<file path="src/rtl/legv8_ctrl_pkg.sv">
// Shared encodings for the LEGv8 multicycle controller: opcodes, ALU/sign-extend
// selects, FSM state codes, instruction classes and fault codes.
package legv8_ctrl_pkg;

   // Opcode patterns on instruction[31:21]; '?' bits are don't-care in casez.
   localparam logic [10:0] OP_ADD  = 11'b10001011000;
   localparam logic [10:0] OP_SUB  = 11'b11001011000;
   localparam logic [10:0] OP_AND  = 11'b10001010000;
   localparam logic [10:0] OP_ORR  = 11'b10101010000;
   localparam logic [10:0] OP_ADDI = 11'b1001000100?;
   localparam logic [10:0] OP_SUBI = 11'b1101000100?;
   localparam logic [10:0] OP_MOVZ = 11'b110100101??;
   localparam logic [10:0] OP_LDUR = 11'b11111000010;
   localparam logic [10:0] OP_STUR = 11'b11111000000;
   localparam logic [10:0] OP_B    = 11'b000101?????;
   localparam logic [10:0] OP_CBZ  = 11'b10110100???;

   localparam logic [3:0] ALUOP_AND   = 4'b0000;
   localparam logic [3:0] ALUOP_ORR   = 4'b0001;
   localparam logic [3:0] ALUOP_ADD   = 4'b0010;
   localparam logic [3:0] ALUOP_SUB   = 4'b0110;
   localparam logic [3:0] ALUOP_PASSB = 4'b0111;
   localparam logic [3:0] ALUOP_MOVZ  = 4'b1000;

   localparam logic [1:0] SIGNOP_I  = 2'b00;
   localparam logic [1:0] SIGNOP_CB = 2'b01;
   localparam logic [1:0] SIGNOP_B  = 2'b10;
   localparam logic [1:0] SIGNOP_D  = 2'b11;

   typedef logic [2:0] state_t;
   localparam state_t StFetch  = 3'd0;
   localparam state_t StDecode = 3'd1;
   localparam state_t StExec   = 3'd2;
   localparam state_t StMem    = 3'd3;
   localparam state_t StWb     = 3'd4;
   localparam state_t StHalt   = 3'd5;

   typedef enum logic [2:0] {
      ClsRtype,
      ClsItype,
      ClsMovz,
      ClsB,
      ClsCbz,
      ClsLdur,
      ClsStur,
      ClsIllegal
   } instr_class_e;

   localparam logic [1:0] FAULT_NONE    = 2'b00;
   localparam logic [1:0] FAULT_ILLEGAL = 2'b01;
   localparam logic [1:0] FAULT_IMEM    = 2'b10;
   localparam logic [1:0] FAULT_DMEM    = 2'b11;

endpackage

</file>
<file path="src/rtl/opcode_classify.sv">
// Combinational opcode decoder: instruction class plus the static ALU operation
// and sign-extend mode for that instruction.
module opcode_classify
   import legv8_ctrl_pkg::*;
(
   input  logic [10:0]  ir_opcode_i,
   output instr_class_e cls_o,
   output logic [3:0]   aluop_o,
   output logic [1:0]   signop_o
);

   always_comb begin
      cls_o    = ClsIllegal;
      aluop_o  = 4'b0000;
      signop_o = 2'b00;
      casez (ir_opcode_i)
         OP_ADD:  begin cls_o = ClsRtype; aluop_o = ALUOP_ADD; end
         OP_SUB:  begin cls_o = ClsRtype; aluop_o = ALUOP_SUB; end
         OP_AND:  begin cls_o = ClsRtype; aluop_o = ALUOP_AND; end
         OP_ORR:  begin cls_o = ClsRtype; aluop_o = ALUOP_ORR; end
         OP_ADDI: begin cls_o = ClsItype; aluop_o = ALUOP_ADD; signop_o = SIGNOP_I; end
         OP_SUBI: begin cls_o = ClsItype; aluop_o = ALUOP_SUB; signop_o = SIGNOP_I; end
         OP_MOVZ: begin cls_o = ClsMovz;  aluop_o = ALUOP_MOVZ; signop_o = SIGNOP_I; end
         OP_LDUR: begin cls_o = ClsLdur;  aluop_o = ALUOP_ADD; signop_o = SIGNOP_D; end
         OP_STUR: begin cls_o = ClsStur;  aluop_o = ALUOP_ADD; signop_o = SIGNOP_D; end
         OP_B:    begin cls_o = ClsB;     signop_o = SIGNOP_B; end
         OP_CBZ:  begin cls_o = ClsCbz;   aluop_o = ALUOP_PASSB; signop_o = SIGNOP_CB; end
         default: ;
      endcase
   end

endmodule

</file>
<file path="src/rtl/multicycle_control.sv">
// Per-phase LEGv8 control FSM with variable-latency memory handshakes, a bounded
// wait counter and a sticky halt on illegal opcode or memory timeout.
module multicycle_control
   import legv8_ctrl_pkg::*;
#(
   parameter int unsigned WAIT_LIMIT = 255,
   parameter int unsigned CNT_W      = 8
) (
   input  logic        CLK,
   input  logic        resetl,
   input  logic [10:0] ir_opcode,
   input  logic        alu_zero,
   input  logic        imem_ready,
   input  logic        dmem_ready,
   output logic        imem_req,
   output logic        ir_write,
   output logic        pc_write,
   output logic        pc_src,
   output logic        reg2loc,
   output logic        alusrc,
   output logic        mem2reg,
   output logic        regwrite,
   output logic        memread,
   output logic        memwrite,
   output logic        branch,
   output logic        uncond_branch,
   output logic [3:0]  aluop,
   output logic [1:0]  signop,
   output logic        instr_done,
   output logic        halted,
   output logic [1:0]  fault_code
);

   localparam logic [CNT_W-1:0] Limit = CNT_W'(WAIT_LIMIT);

   state_t           state_q, state_d;
   logic [CNT_W-1:0] cnt_q, cnt_d;
   logic [1:0]       fault_q, fault_d;

   instr_class_e cls;
   logic [3:0]   cls_aluop;
   logic [1:0]   cls_signop;
   logic         wait_expired;
   logic         exec_reg2loc;
   logic         exec_alusrc;

   opcode_classify u_classify (
      .ir_opcode_i (ir_opcode),
      .cls_o       (cls),
      .aluop_o     (cls_aluop),
      .signop_o    (cls_signop)
   );

   assign wait_expired = (WAIT_LIMIT != 0) && (cnt_q == Limit);
   assign exec_reg2loc = cls inside {ClsCbz, ClsStur};
   assign exec_alusrc  = cls inside {ClsItype, ClsMovz, ClsLdur, ClsStur};

   always_comb begin
      state_d = state_q;
      fault_d = fault_q;
      unique case (state_q)
         StFetch: begin
            if (imem_ready) begin
               state_d = StDecode;
            end else if (wait_expired) begin
               state_d = StHalt;
               fault_d = FAULT_IMEM;
            end
         end
         StDecode: begin
            if (cls == ClsIllegal) begin
               state_d = StHalt;
               fault_d = FAULT_ILLEGAL;
            end else begin
               state_d = StExec;
            end
         end
         StExec: begin
            unique case (cls)
               ClsB, ClsCbz:                state_d = StFetch;
               ClsLdur, ClsStur:            state_d = StMem;
               ClsRtype, ClsItype, ClsMovz: state_d = StWb;
               default: begin
                  state_d = StHalt;
                  fault_d = FAULT_ILLEGAL;
               end
            endcase
         end
         StMem: begin
            if (dmem_ready) begin
               state_d = (cls == ClsLdur) ? StWb : StFetch;
            end else if (wait_expired) begin
               state_d = StHalt;
               fault_d = FAULT_DMEM;
            end
         end
         StWb:    state_d = StFetch;
         StHalt:  state_d = StHalt;
         default: state_d = StFetch;
      endcase
   end

   // Counter only advances while waiting on a memory; any transition restarts it.
   always_comb begin
      cnt_d = cnt_q;
      if (state_d != state_q) begin
         cnt_d = '0;
      end else if ((state_q == StFetch || state_q == StMem) && cnt_q != '1) begin
         cnt_d = cnt_q + 1'b1;
      end
   end

   always_ff @(posedge CLK or negedge resetl) begin
      if (!resetl) begin
         state_q <= StFetch;
         cnt_q   <= '0;
         fault_q <= FAULT_NONE;
      end else begin
         state_q <= state_d;
         cnt_q   <= cnt_d;
         fault_q <= fault_d;
      end
   end

   // Outputs are gated by resetl so an asserted reset silences the datapath at once.
   always_comb begin
      imem_req      = 1'b0;
      ir_write      = 1'b0;
      pc_write      = 1'b0;
      pc_src        = 1'b0;
      reg2loc       = 1'b0;
      alusrc        = 1'b0;
      mem2reg       = 1'b0;
      regwrite      = 1'b0;
      memread       = 1'b0;
      memwrite      = 1'b0;
      branch        = 1'b0;
      uncond_branch = 1'b0;
      aluop         = 4'b0000;
      signop        = 2'b00;
      instr_done    = 1'b0;
      halted        = 1'b0;
      fault_code    = FAULT_NONE;
      if (resetl) begin
         fault_code = fault_q;
         unique case (state_q)
            StFetch: begin
               imem_req = 1'b1;
               ir_write = imem_ready;
            end
            StExec: begin
               reg2loc = exec_reg2loc;
               alusrc  = exec_alusrc;
               aluop   = cls_aluop;
               signop  = cls_signop;
               if (cls == ClsB) begin
                  uncond_branch = 1'b1;
                  pc_src        = 1'b1;
                  pc_write      = 1'b1;
                  instr_done    = 1'b1;
               end else if (cls == ClsCbz) begin
                  branch     = 1'b1;
                  pc_src     = alu_zero;
                  pc_write   = 1'b1;
                  instr_done = 1'b1;
               end
            end
            StMem: begin
               alusrc   = 1'b1;
               aluop    = ALUOP_ADD;
               signop   = SIGNOP_D;
               reg2loc  = (cls == ClsStur);
               memread  = (cls == ClsLdur);
               memwrite = (cls == ClsStur);
               if (cls == ClsStur && dmem_ready) begin
                  pc_write   = 1'b1;
                  instr_done = 1'b1;
               end
            end
            StWb: begin
               reg2loc    = exec_reg2loc;
               alusrc     = exec_alusrc;
               aluop      = cls_aluop;
               signop     = cls_signop;
               regwrite   = 1'b1;
               mem2reg    = (cls == ClsLdur);
               pc_write   = 1'b1;
               instr_done = 1'b1;
            end
            StHalt:  halted = 1'b1;
            default: ;
         endcase
      end
   end

endmodule

</file>
<file path="config.mk">
export PLATFORM = sky130hd
export DESIGN_NAME = multicycle_control
export DESIGN_NICKNAME = d
export VERILOG_FILES = /design/src/rtl/legv8_ctrl_pkg.sv /design/src/rtl/opcode_classify.sv /design/src/rtl/multicycle_control.sv
export SDC_FILE = /design/constraint.sdc
export NUM_CORES = 1
export LEC_CHECK = 0
export CAP_MARGIN = 20
export CORE_ASPECT_RATIO = 1.2
export CORE_MARGIN = 1.5
export CORE_UTILIZATION = 40
export CTS_BUF_LIST = sky130_fd_sc_hd__clkbuf_4 sky130_fd_sc_hd__clkbuf_8
export CTS_CLUSTER_DIAMETER = 120
export DETAILED_ROUTE_END_ITERATION = 16
export PLACE_DENSITY = 0.72
export SYNTH_ARGS = -nofsm -noshare
export SYNTH_HDL_FRONTEND = slang
export SYNTH_SLANG_ARGS = --single-unit
</file>
<file path="constraint.sdc">
create_clock -name CLK -period 1.95 [get_ports CLK]
set_clock_uncertainty 0.2 [all_clocks]
set_input_delay 0.195 -clock CLK [delete_from_list [all_inputs] [get_ports CLK]]
set_output_delay 0.195 -clock CLK [all_outputs]
set_load 0.1 [all_outputs]
</file>
==> results.md, run 1 <==
- Status: aborted with a tool error
- Exit stage: global routing
- Stop err: [ERROR GRT-0232] Routing congestion too high. Check the congestion heatmap in the GUI.
- Synth Cell Area: 1264 um^2
- Worst EP Category: primary output
- Post-synthesis cell type count: 52
- Syn nets: 174
- Cell Rows: 22
- Number of buffers created by CTS: 3
- H-tree Lvls: 1
- Synthesized instance count: 157
- Die Width: 54.31 um
- I/O pins: 38
- Die Span Y: 64.57 um
- GRT Residual Overflow: 131
- GRT repair_timing worst endpoint: alusrc
- Synth Flop Type: dfrtp_1
- Sink Count: 13
- DP Cell Count: 278
- Root buffer cell: clkbuf_4
- Post-synth ARST share: 100.0%
- HPWL Detailed: 3.715 mm
- PortBufs: 37
- Post-synth EDFFs: 0
- Largest net degree at the start of global routing: 15
- Register area share after synthesis: 25.74%
- Gr usage total: 81.64%
- Seq cells post-synth: 13
- Routability Congestion: 0.9141
- Average cell area after synthesis: 8.049 um^2
- Longest Clk Path Bufs: 2
- Synth warn: 0
- Initial cell density of the core: 41.74%
[metrics by stage]
stage / worst slack (ns) / instance area [um^2]
2_1_floorplan: -0.9309 / 1470
3_5_place_dp: -0.5740 / 2450
4_1_cts: -0.1924 / 2766
3_3_place_gp: -0.4631 / 2450
[cell usage after synthesis, drive strengths merged (3+ instances only)]
cell | instances | area, um^2
nor2 | 20 | 75.07
dfrtp | 13 | 325.3
nand2 | 12 | 45.04
a21oi | 11 | 62.56
o21ai | 7 | 35.03
xor2 | 6 | 52.55
buf | 5 | 35.03
inv | 5 | 18.77
nand2b | 5 | 31.28
nor3 | 5 | 25.02
nor4 | 5 | 58.80
a22oi | 4 | 30.03
and2 | 4 | 25.02
and3 | 4 | 25.02
nand3 | 4 | 20.02
nor2b | 4 | 25.02
or3 | 4 | 26.28
a31oi | 3 | 18.77
nand4 | 3 | 18.77
nor3b | 3 | 22.52
[repair_timing]
| action | CTS |
|---|---|
| endpoints found under the setup margin | 31 |
| pin swaps | 31 |
| hold buffers | 1 |
| setup buffers | 21 |
| gates resized for setup | 80 |
| hold endpoints to repair | 1 |
| gates cloned | 0 |
[logic make-up after synthesis]
kind of cell	after synthesis	synth area share, %
simple gates	86	41.78
compound gates	36	20.10
flops	13	25.74
buf+inv	12	4.950
xor+xnor	7	4.852
mux	2	1.584
fa+ha+maj	1	0.9899
[routing by layer]
metal  overflow  global-route usage [%]
met1          0                   77.96
met2         69                   102.9
met3          0                   48.85
met4         62                   102.8
met5          0                   5.556
==> inputs of run 2 (changes only) <==
Settings changed: CORE_ASPECT_RATIO 1.2 to unset, CORE_UTILIZATION 40 to 25, CTS_BUF_LIST sky130_fd_sc_hd__clkbuf_4 sky130_fd_sc_hd__clkbuf_8 to unset, CTS_CLUSTER_DIAMETER 120 to unset, PLACE_DENSITY 0.72 to unset, PLACE_DENSITY_LB_ADDON set to 0.15.
Clock period 1.95 ns to 2.5 ns, I/O delays scaled along.
==> run 2 against run 1 <==
Against the previous run:
- the run now ends clean
- synthesized cell count did not move
- area after synthesis stayed put
==> results.md, run 2 <==
- GRT Residual Overflow: 0
- Initial drt markers: 109
- Final Cell Area: 2317 um^2
- CORE AREA: 4786 um^2
- Post-synth ARST share: 100.0%
- Top-area cell type share of the netlist area: 25.74%
- # Max-Cap Violations: 0
- Average cell area after synthesis: 8.049 um^2
- Final worst-path cycle share: 97.59%
- Seq cells post-synth: 13
- # setup viols final: 0
- Longest Clk Path Bufs: 2
- Die Width: 74.10 um
- Routability Congestion: 0.9243
- Most numerous cell in the Yosys netlist: nor2_1
- Post-synth EDFFs: 0
- Commonest cells after routing, fill and taps aside: buf_4, buf_12, nor2_1
- Initial antenna violation count: 0
- Register-to-Register Path Depth: 6
- Worst Path Required: 2.05 ns
- Most common cell after layout, fill and taps aside: buf_4
- Critical Path Fanout Max: 4
- Number of remaining DRC errors: 0
- Fin. max-slew vios: 0
- Rel. slew slack: 65.71%
- Most common library cells after synthesis: nor2_1, dfrtp_1, nand2_1
- Sink Count: 13
- Synthesized instance count: 157
- Largest registers: cnt_q: 8 flops, state_q: 3 flops, fault_q: 2 flops
- Die Span Y: 74.10 um
- Hold slack: 0.2147 ns
- CTS tree: yes
- Die area: 5490 um^2
- Register area share after synthesis: 25.74%
- Status: finished clean
- Max Freq: 409.9 MHz
- Synth Cell Area: 1264 um^2
- Synth Flop Type: dfrtp_1
- Leakage Power: 0.9526 nW
- Hold WC Path Type: in2async
- Number of buffers created by CTS: 3
- Final Hold Fails: 0
- Tmin final: 2.440 ns
- Crit Path Class: in2out
- Power Density: 292.3 nW/um^2
- Reg clk slew, reported paths: 0.06 ns
- Max reg flops: 8
- Ant. Diodes: 0
- Largest net degree at the start of global routing: 12
- Peak VDD IR: 0.0001864 V
- Top reg by flops: cnt_q
- H-tree Lvls: 1
- Post-synthesis cell type count: 52
- First-pass GRT wire length: 6.520 mm
- Placement Cell Area: 2207 um^2
- Slew @ Worst Pin: 0.5102 ns
- Final ANT Viol Nets: 0
- Synth warn: 0
- Vias in the first global route: 1,442
- Gr usage total: 15.08%
- Vias: 1,421
- HPWL Detailed: 3.242 mm
- Reg2reg setup slack: 0.35 ns
- P&R area growth vs syn: 83.37%
- CTS Hold Bufs: 0
- RSZ-0062 raised after global routing: false
- DRT Pass-1 Iters: 5
- Root buffer cell: clkbuf_8
- Total Routed Length: 3.882 mm
- Fillers: 439
- I/O pins: 38
- Area contributors post-synth: dfrtp_1, nor2_1, xor2_1
- CP Capture Type: primary output
- Crit path launch type: input port
- Critical Path AT: 1.99 ns
- Cell Rows: 25
- Initial cell density of the core: 26.41%
- Syn nets: 174
- Routed length per instance: 13.53 um
- Post-synth top area cell: dfrtp_1
- PortBufs: 37
- Worst-skew pair later-pin latency: 0.24 ns
- Vias per Instance: 4.951
- # nets final: 238
- Layout cells sized above 1: 42.27%
==> run 2: cell counts after synthesis <==
Identical to the previous run, type by type.
==> run 2: final timing paths <==
kind,startpoint,endpoint
setup / recovery,ir_opcode[8],instr_done
hold / removal,resetl,fault_q[0]
setup reg to reg,cnt_q[0],fault_q[0]
hold reg to reg,fault_q[1],fault_q[1]
max in group asynchronous,resetl,state_q[0]
min in group CLK,fault_q[1],fault_q[1]
==> run 2: critical path: stages <==
cell and delay (ns):
clkdlybuf4s50_1 0.51, nand3b_1 0.19, nor4_1 0.22, buf_4 0.17, o21ai_1 0.07, a21oi_1 0.21
o21a_4 0.19, buf_12 0.17
==> run 2: logic make-up after synthesis <==
kind of cell    synth area share (%)
buf+inv                        4.950
fa+ha+maj                     0.9899
compound gates                 20.10
flops                          25.74
simple gates                   41.78
xor+xnor                       4.852
mux                            1.584
==> run 2: routing by layer <==
| metal | global-route usage, % | wire [um] | vias to the layer above |
|---|---|---|---|
| li1 | - | - | 703 |
| met1 | 19.85 | 1729 | 689 |
| met2 | 25.60 | 1996 | 27 |
| met3 | 3.117 | 144 | 2 |
| met4 | 2.881 | 12 | 0 |
| met5 | 0 | 0 | - |
==> run 2: through the flow <==
stage,setup TNS (ns),power [mW],std cells,util (%),setup slack [ns]
2_1_floorplan,-2.425,0.3771,157,-,-0.4359
3_3_place_gp,-0.2296,0.4919,280,46.12,-0.05498
3_5_place_dp,-0.3663,0.4961,280,46.12,-0.06885
4_1_cts,-0.007699,0.6834,285,47.61,-0.004189
5_1_grt,0,0.7140,287,48.42,0.002508
6_report,0,0.6772,287,48.42,0.06027
==> run 2: timing repair <==
action,4_1_cts,5_1_grt
endpoints found under the setup margin,7,9
setup buffers,1,2
resized for setup,11,6
pin swaps,10,5
==> run 2: report_power, final <==
group / internal, mW / switching, mW / leakage [nW]
Sequential: 0.224 / 0.0155 / 0.166
Clock: 0.110 / 0.0760 / 0.0255
Combinational: 0.104 / 0.147 / 0.761
==> run 2: final cells by class <==
| type | instances | area (um^2) | area share [%] |
|---|---|---|---|
| clock inverter | 1 | 5.005 | 0.2160 |
| timing repair buffer | 66 | 809.5 | 34.94 |
| tap | 67 | 83.83 | 3.618 |
| sequential | 13 | 325.3 | 14.04 |
| multi-input combinational | 132 | 1033 | 44.60 |
| inverter | 5 | 18.77 | 0.8099 |
| clock buffer | 3 | 41.29 | 1.782 |
No activity file was read; power rests on OpenSTA's default activity.
==> inputs of run 3 (changes only) <==
Settings changed: CTS_CLUSTER_SIZE set to 25.
Clock period 2.5 ns to 1.96 ns, I/O delays scaled along.
==> run 3 against run 2 <==
Against the previous run:
- the run now ends with negative setup slack left
- largest power group unchanged
- worst setup slack got worse by 0.22 ns
- clock-buffer cell count unchanged
- die area unchanged
==> results.md, run 3 (synthesized netlist as in run 2, its figures left out) <==
- Sequential share of power: 33.3%
- Worst Path Required: 1.56 ns
- Longest Clk Path Bufs: 2
- DRT Pass-1 Iters: 4
- Vias in the first global route: 1,579
- Initial drt markers: 66
- Vias: 1,556
- Final Hold Fails: 0
- Register-to-Register Path Depth: 7
- Routability Congestion: 0.8453
- Die area: 5490 um^2
- Final ANT Viol Nets: 0
- # setup viols final: 17
- CORE AREA: 4786 um^2
- First-pass GRT wire length: 7.527 mm
- Cell Rows: 25
- Sink Count: 13
- Fin util: 58.43%
- Initial antenna violation count: 0
- Die Width: 74.10 um
- Violated checks: negative setup slack
- Tmin final: 2.124 ns
- Max Freq: 470.8 MHz
- Peak VDD IR: 0.0002387 V
- Total Routed Length: 4.475 mm
- Slew @ Worst Pin: 0.5490 ns
- CP Capture Type: primary output
- Top reg by flops: cnt_q
- Critical Path AT: 1.73 ns
- Critical Path Fanout Max: 5
- Number of remaining DRC errors: 0
- Power Density: 328.1 nW/um^2
- Max reg flops: 8
- Reg clk slew, reported paths: 0.06 ns
- Leakage Power: 1.157 nW
- I/O pins: 38
- Clock network fraction of total power: 27.1%
- # nets final: 269
- Crit path launch type: input port
- Commonest cells after routing, fill and taps aside: buf_4, buf_12, dfrtp_1, buf_6, nor2_1
- Layout cells sized above 1: 65.74%
- Fin. max-slew vios: 0
- Most common cell after layout, fill and taps aside: buf_4
- Initial cell density of the core: 26.41%
- CTS tree: yes
- H-tree Lvls: 1
- NetSw: 0.3315 mW
- Crit Path Class: in2out
- Multi-input gate area: 1252 um^2
- Sw frac: 36.13%
- Fillers: 409
- Total power draw: 0.9176 mW
- Hold path depth: 4
- Number of buffers created by CTS: 3
- Final WS setup: -0.1643 ns
- Ant. Diodes: 0
- Die Span Y: 74.10 um
- Vias per Instance: 4.893
- RSZ-0062 raised after global routing: true
- Power share of the combinational group: 39.6%
- CTS Hold Bufs: 0
- Internal: 0.5861 mW
- Largest registers: cnt_q: 8 flops, state_q: 3 flops, fault_q: 2 flops
- GRT Residual Overflow: 0
- Final worst-path cycle share: 108.4%
- Root buffer cell: clkbuf_8
- Gr usage total: 17.66%
- PortBufs: 37
- Hold WC Path Type: in2reg
- Worst-skew pair later-pin latency: 0.25 ns
- Routed length per instance: 14.07 um
- Reg area: 326.6 um^2
- Rel. slew slack: 63.10%
- HPWL Detailed: 3.491 mm
- Status: complete, but fails checks
- P&R area growth vs syn: 121.3%
- Largest net degree at the start of global routing: 11
- # Max-Cap Violations: 0
run 3: cell types whose count changed in the layout (fill, tap and decap cells not counted), moves of 4 or more:
cell           previous run  this run
dlygate4sd2_1             5         0
buf_4                    29        49
nor2_4                    1         5
buf_6                     0        12
buf_2                     0         6
run 3: final timing paths:
check / start / endpoint / slack [ns]
max: ir_opcode[3] / alusrc / -0.16
min: ir_opcode[1] / state_q[2] / 0.20
max reg2reg: state_q[0] / cnt_q[7] / -0.03
min reg2reg: fault_q[1] / fault_q[1] / 0.32
max in group asynchronous: resetl / state_q[0] / 1.09
min in group asynchronous: resetl / fault_q[1] / 0.33
run 3: cell type report:
class	count	share of cell area [%]
Clock buffer	3	1.477
Inverter	5	0.6711
Sequential cell	13	11.68
Clock inverter	1	0.1790
Tap cell	67	2.998
Timing Repair Buffer	97	38.21
Multi-Input combinational cell	132	44.79
run 3: per-layer routing:
layer	share of wire (%)	GRT usage, %
met3	3.4	2.575
met5	0	0
met1	42	23.20
met4	1.1	3.704
met2	53	30.65
run 3: stage by stage:
stage / setup slack (ns) / setup TNS [ns] / instance area, um^2 / hold slack, ns / instances
3_5_place_dp: -0.5447 / -8.629 / 2429 / 0.2989 / 301
4_1_cts: -0.1365 / -1.010 / 2639 / 0.2008 / 313
2_1_floorplan: -0.9219 / -7.203 / 1470 / -0.2996 / 157
6_report: -0.1643 / -1.124 / 2796 / 0.1974 / 318
3_3_place_gp: -0.4737 / -7.757 / 2429 / 0.2792 / 301
5_1_grt: -0.2303 / -2.942 / 2796 / 0.2164 / 318
run 3: critical path: stages:
cell	delay [ns]
buf_8	0.10
or3b_4	0.39
buf_6	0.14
nor3_4	0.20
buf_6	0.16
nor2_2	0.06
o31ai_4	0.27
buf_12	0.21
run 3: what timing repair did:
action	4_1_cts	5_1_grt
cloned	0	0
pin swaps	24	36
endpoints found under the setup margin	23	27
resized for setup	68	35
setup buffers	8	7
run 3: power by group through the flow:
stage          clock (mW)  combinational (mW)  sequential (mW)
2_1_floorplan           0               0.182            0.304
5_1_grt             0.268               0.388            0.308
3_3_place_gp            0               0.333            0.308
6_report            0.249               0.363            0.306
3_5_place_dp            0               0.338            0.311
4_1_cts             0.256               0.354            0.306
==> inputs of run 4 (changes only) <==
Clock period 1.96 ns to 2.4 ns, I/O delays scaled along.
==> run 4 against run 3 <==
Against the previous run:
- the flow now finishes without violations
- non-clock buffer count is 25 lower
- largest power group unchanged
- core utilization is 7.8 points lower
- highest routed layer unchanged
- routed wire length fell by 9.9%
- via count fell by 5.6%
- first-iteration DRC count up 61%
- worst setup slack better by 0.22 ns
- clock power shrank 22%
- sequential cell count is the same
- hold slack better by 0.041 ns
- global-route usage down 1.6 points
- largest cell class unchanged
==> results.md, run 4 (synthesized netlist as in run 2, its figures left out) <==
- Cell Rows: 25
- Worst flop-to-flop path startpoint: cnt_q[0]
- GRT Residual Overflow: 0
- Die area: 5490 um^2
- Status: finished clean
- Vias in the first global route: 1,520
- CORE AREA: 4786 um^2
- Number of remaining DRC errors: 0
- Tmin final: 2.340 ns
- Root buffer cell: clkbuf_8
- Vias per Instance: 5.014
- Routed length per instance: 13.76 um
- Worst Path Required: 1.96 ns
- Fin. max-slew vios: 0
- P&R area growth vs syn: 91.78%
- Largest net degree at the start of global routing: 23
- H-tree Lvls: 1
- Number of buffers created by CTS: 3
- CTS Hold Bufs: 0
- Largest registers: cnt_q: 8 flops, state_q: 3 flops, fault_q: 2 flops
- Vias: 1,469
- # nets final: 244
- Worst-skew pair later-pin latency: 0.24 ns
- Final ANT Viol Nets: 0
- # Max-Cap Violations: 0
- CTS tree: yes
- Most common cell after layout, fill and taps aside: buf_4
- PortBufs: 37
- I/O pins: 38
- Critical path, cell by cell: dlygate4sd2_1 > or3b_4 > or3_4 > nor3b_2 > o21a_4 > buf_12
- Initial cell density of the core: 26.41%
- Leakage Power: 1.008 nW
- Register-to-Register Path Depth: 6
- HPWL Detailed: 3.239 mm
- Max Freq: 427.3 MHz
- Hold WC Path Type: in2async
- Ant. Diodes: 0
- Critical Path AT: 1.90 ns
- # setup viols final: 0
- Reg2reg end: fault_q[0]
- Peak VDD IR: 0.0003442 V
- Die Width: 74.10 um
- Longest Clk Path Bufs: 2
- DRT Pass-1 Iters: 4
- RSZ-0062 raised after global routing: true
- Hold slack: 0.2383 ns
- Layout cells sized above 1: 47.35%
- Die Span Y: 74.10 um
- Initial drt markers: 106
- Final Hold Fails: 0
- Sink Count: 13
- Initial antenna violation count: 0
- Crit Path Class: in2out
- CP max stage cell: or3b_4
- Reg2reg setup slack: 0.18 ns
- Routability Congestion: 0.8068
- Critical Path Fanout Max: 3
- Final worst-path cycle share: 97.52%
- Total Routed Length: 4.031 mm
- Setup crit end: pc_write
- Slew @ Worst Pin: 0.5470 ns
- Reg clk slew, reported paths: 0.05 ns
- Worst Setup SP: ir_opcode[2]
- Top reg by flops: cnt_q
- Gr usage total: 16.09%
- CP Capture Type: primary output
- Fin util: 50.64%
- Critical Path Max Stage Delay: 0.42 ns
- First-pass GRT wire length: 6.906 mm
- Power Density: 294.3 nW/um^2
- Rel. slew slack: 63.23%
- Commonest cells after routing, fill and taps aside: buf_4, buf_12, nor2_1
- Max reg flops: 8
- Crit path launch type: input port
-- run 4: changes by cell type in the layout (fill, tap and decap cells not counted), sizes merged --
cell	before	now
clkdlybuf4s50	4	5
dlymetal6s2s	0	1
buf	92	57
clkbuf	4	3
dlygate4sd2	0	9
-- run 4: area by class of cell --
type                            count  area, um^2
Clock buffer                        3       41.29
Clock inverter                      1       5.005
Fill cell                         432        2362
Inverter                            5       18.77
Multi-Input combinational cell    132        1089
Sequential cell                    13       325.3
Tap cell                           67       83.83
Timing Repair Buffer               72       860.8
-- run 4: worst min-delay path by stage --
stage	start	to	slack, ns	cells after the start
global placement	fault_q[1]	fault_q[1]	0.28	1
finish	resetl	fault_q[0]	0.24	2
detailed placement	fault_q[1]	fault_q[1]	0.29	1
floorplan	resetl	cnt_q[0]	-0.26	0
global route	resetl	fault_q[1]	0.24	2
CTS	resetl	cnt_q[3]	0.24	2
-- run 4: timing repair --
item / 4_1_cts / 5_1_grt
setup endpoints to repair: 15 / 11
cloned: 0 / 0
resized for setup: 26 / 5
pin swaps: 13 / 4
setup buffers: 3 / 0
-- run 4: per-layer routing --
metal | track usage (%) | part of all wire (%) | vias to the layer above
met4 | 5.556 | 1.4 | 0
met5 | 0 | 0 | -
met1 | 20.39 | 43 | 709
met2 | 26.19 | 51 | 34
li1 | - | - | 718
met3 | 4.472 | 4.6 | 8
-- run 4: worst max-delay path: cells and delay by family --
family | cells | cell delay [ns]
AOI/OAI and AO/OA | 1 | 0.19
buffers and inverters | 2 | 0.44
and+or+nand+nor | 3 | 1.03
-- run 4: metrics by stage --
step                area (um^2)  power (mW)  std cells  setup WS (ns)   TNS [ns]
floorplan                  1401      0.3929        157        -0.5259     -3.255
global placement           2272      0.5149        286        -0.1517     -1.076
detailed placement         2272      0.5190        286        -0.1497     -1.532
CTS                        2402      0.7216        293      -0.001597  -0.001597
global route               2424      0.7510        293      -0.009139  -0.009139
finish                     2424      0.7132        293        0.05957          0
-- run 4: power by group --
group,total [mW],internal [mW],switching (mW)
Combinational,0.271,0.112,0.159
Sequential,0.248,0.234,0.0146
Clock,0.194,0.115,0.0792
Total,0.713,0.460,0.253
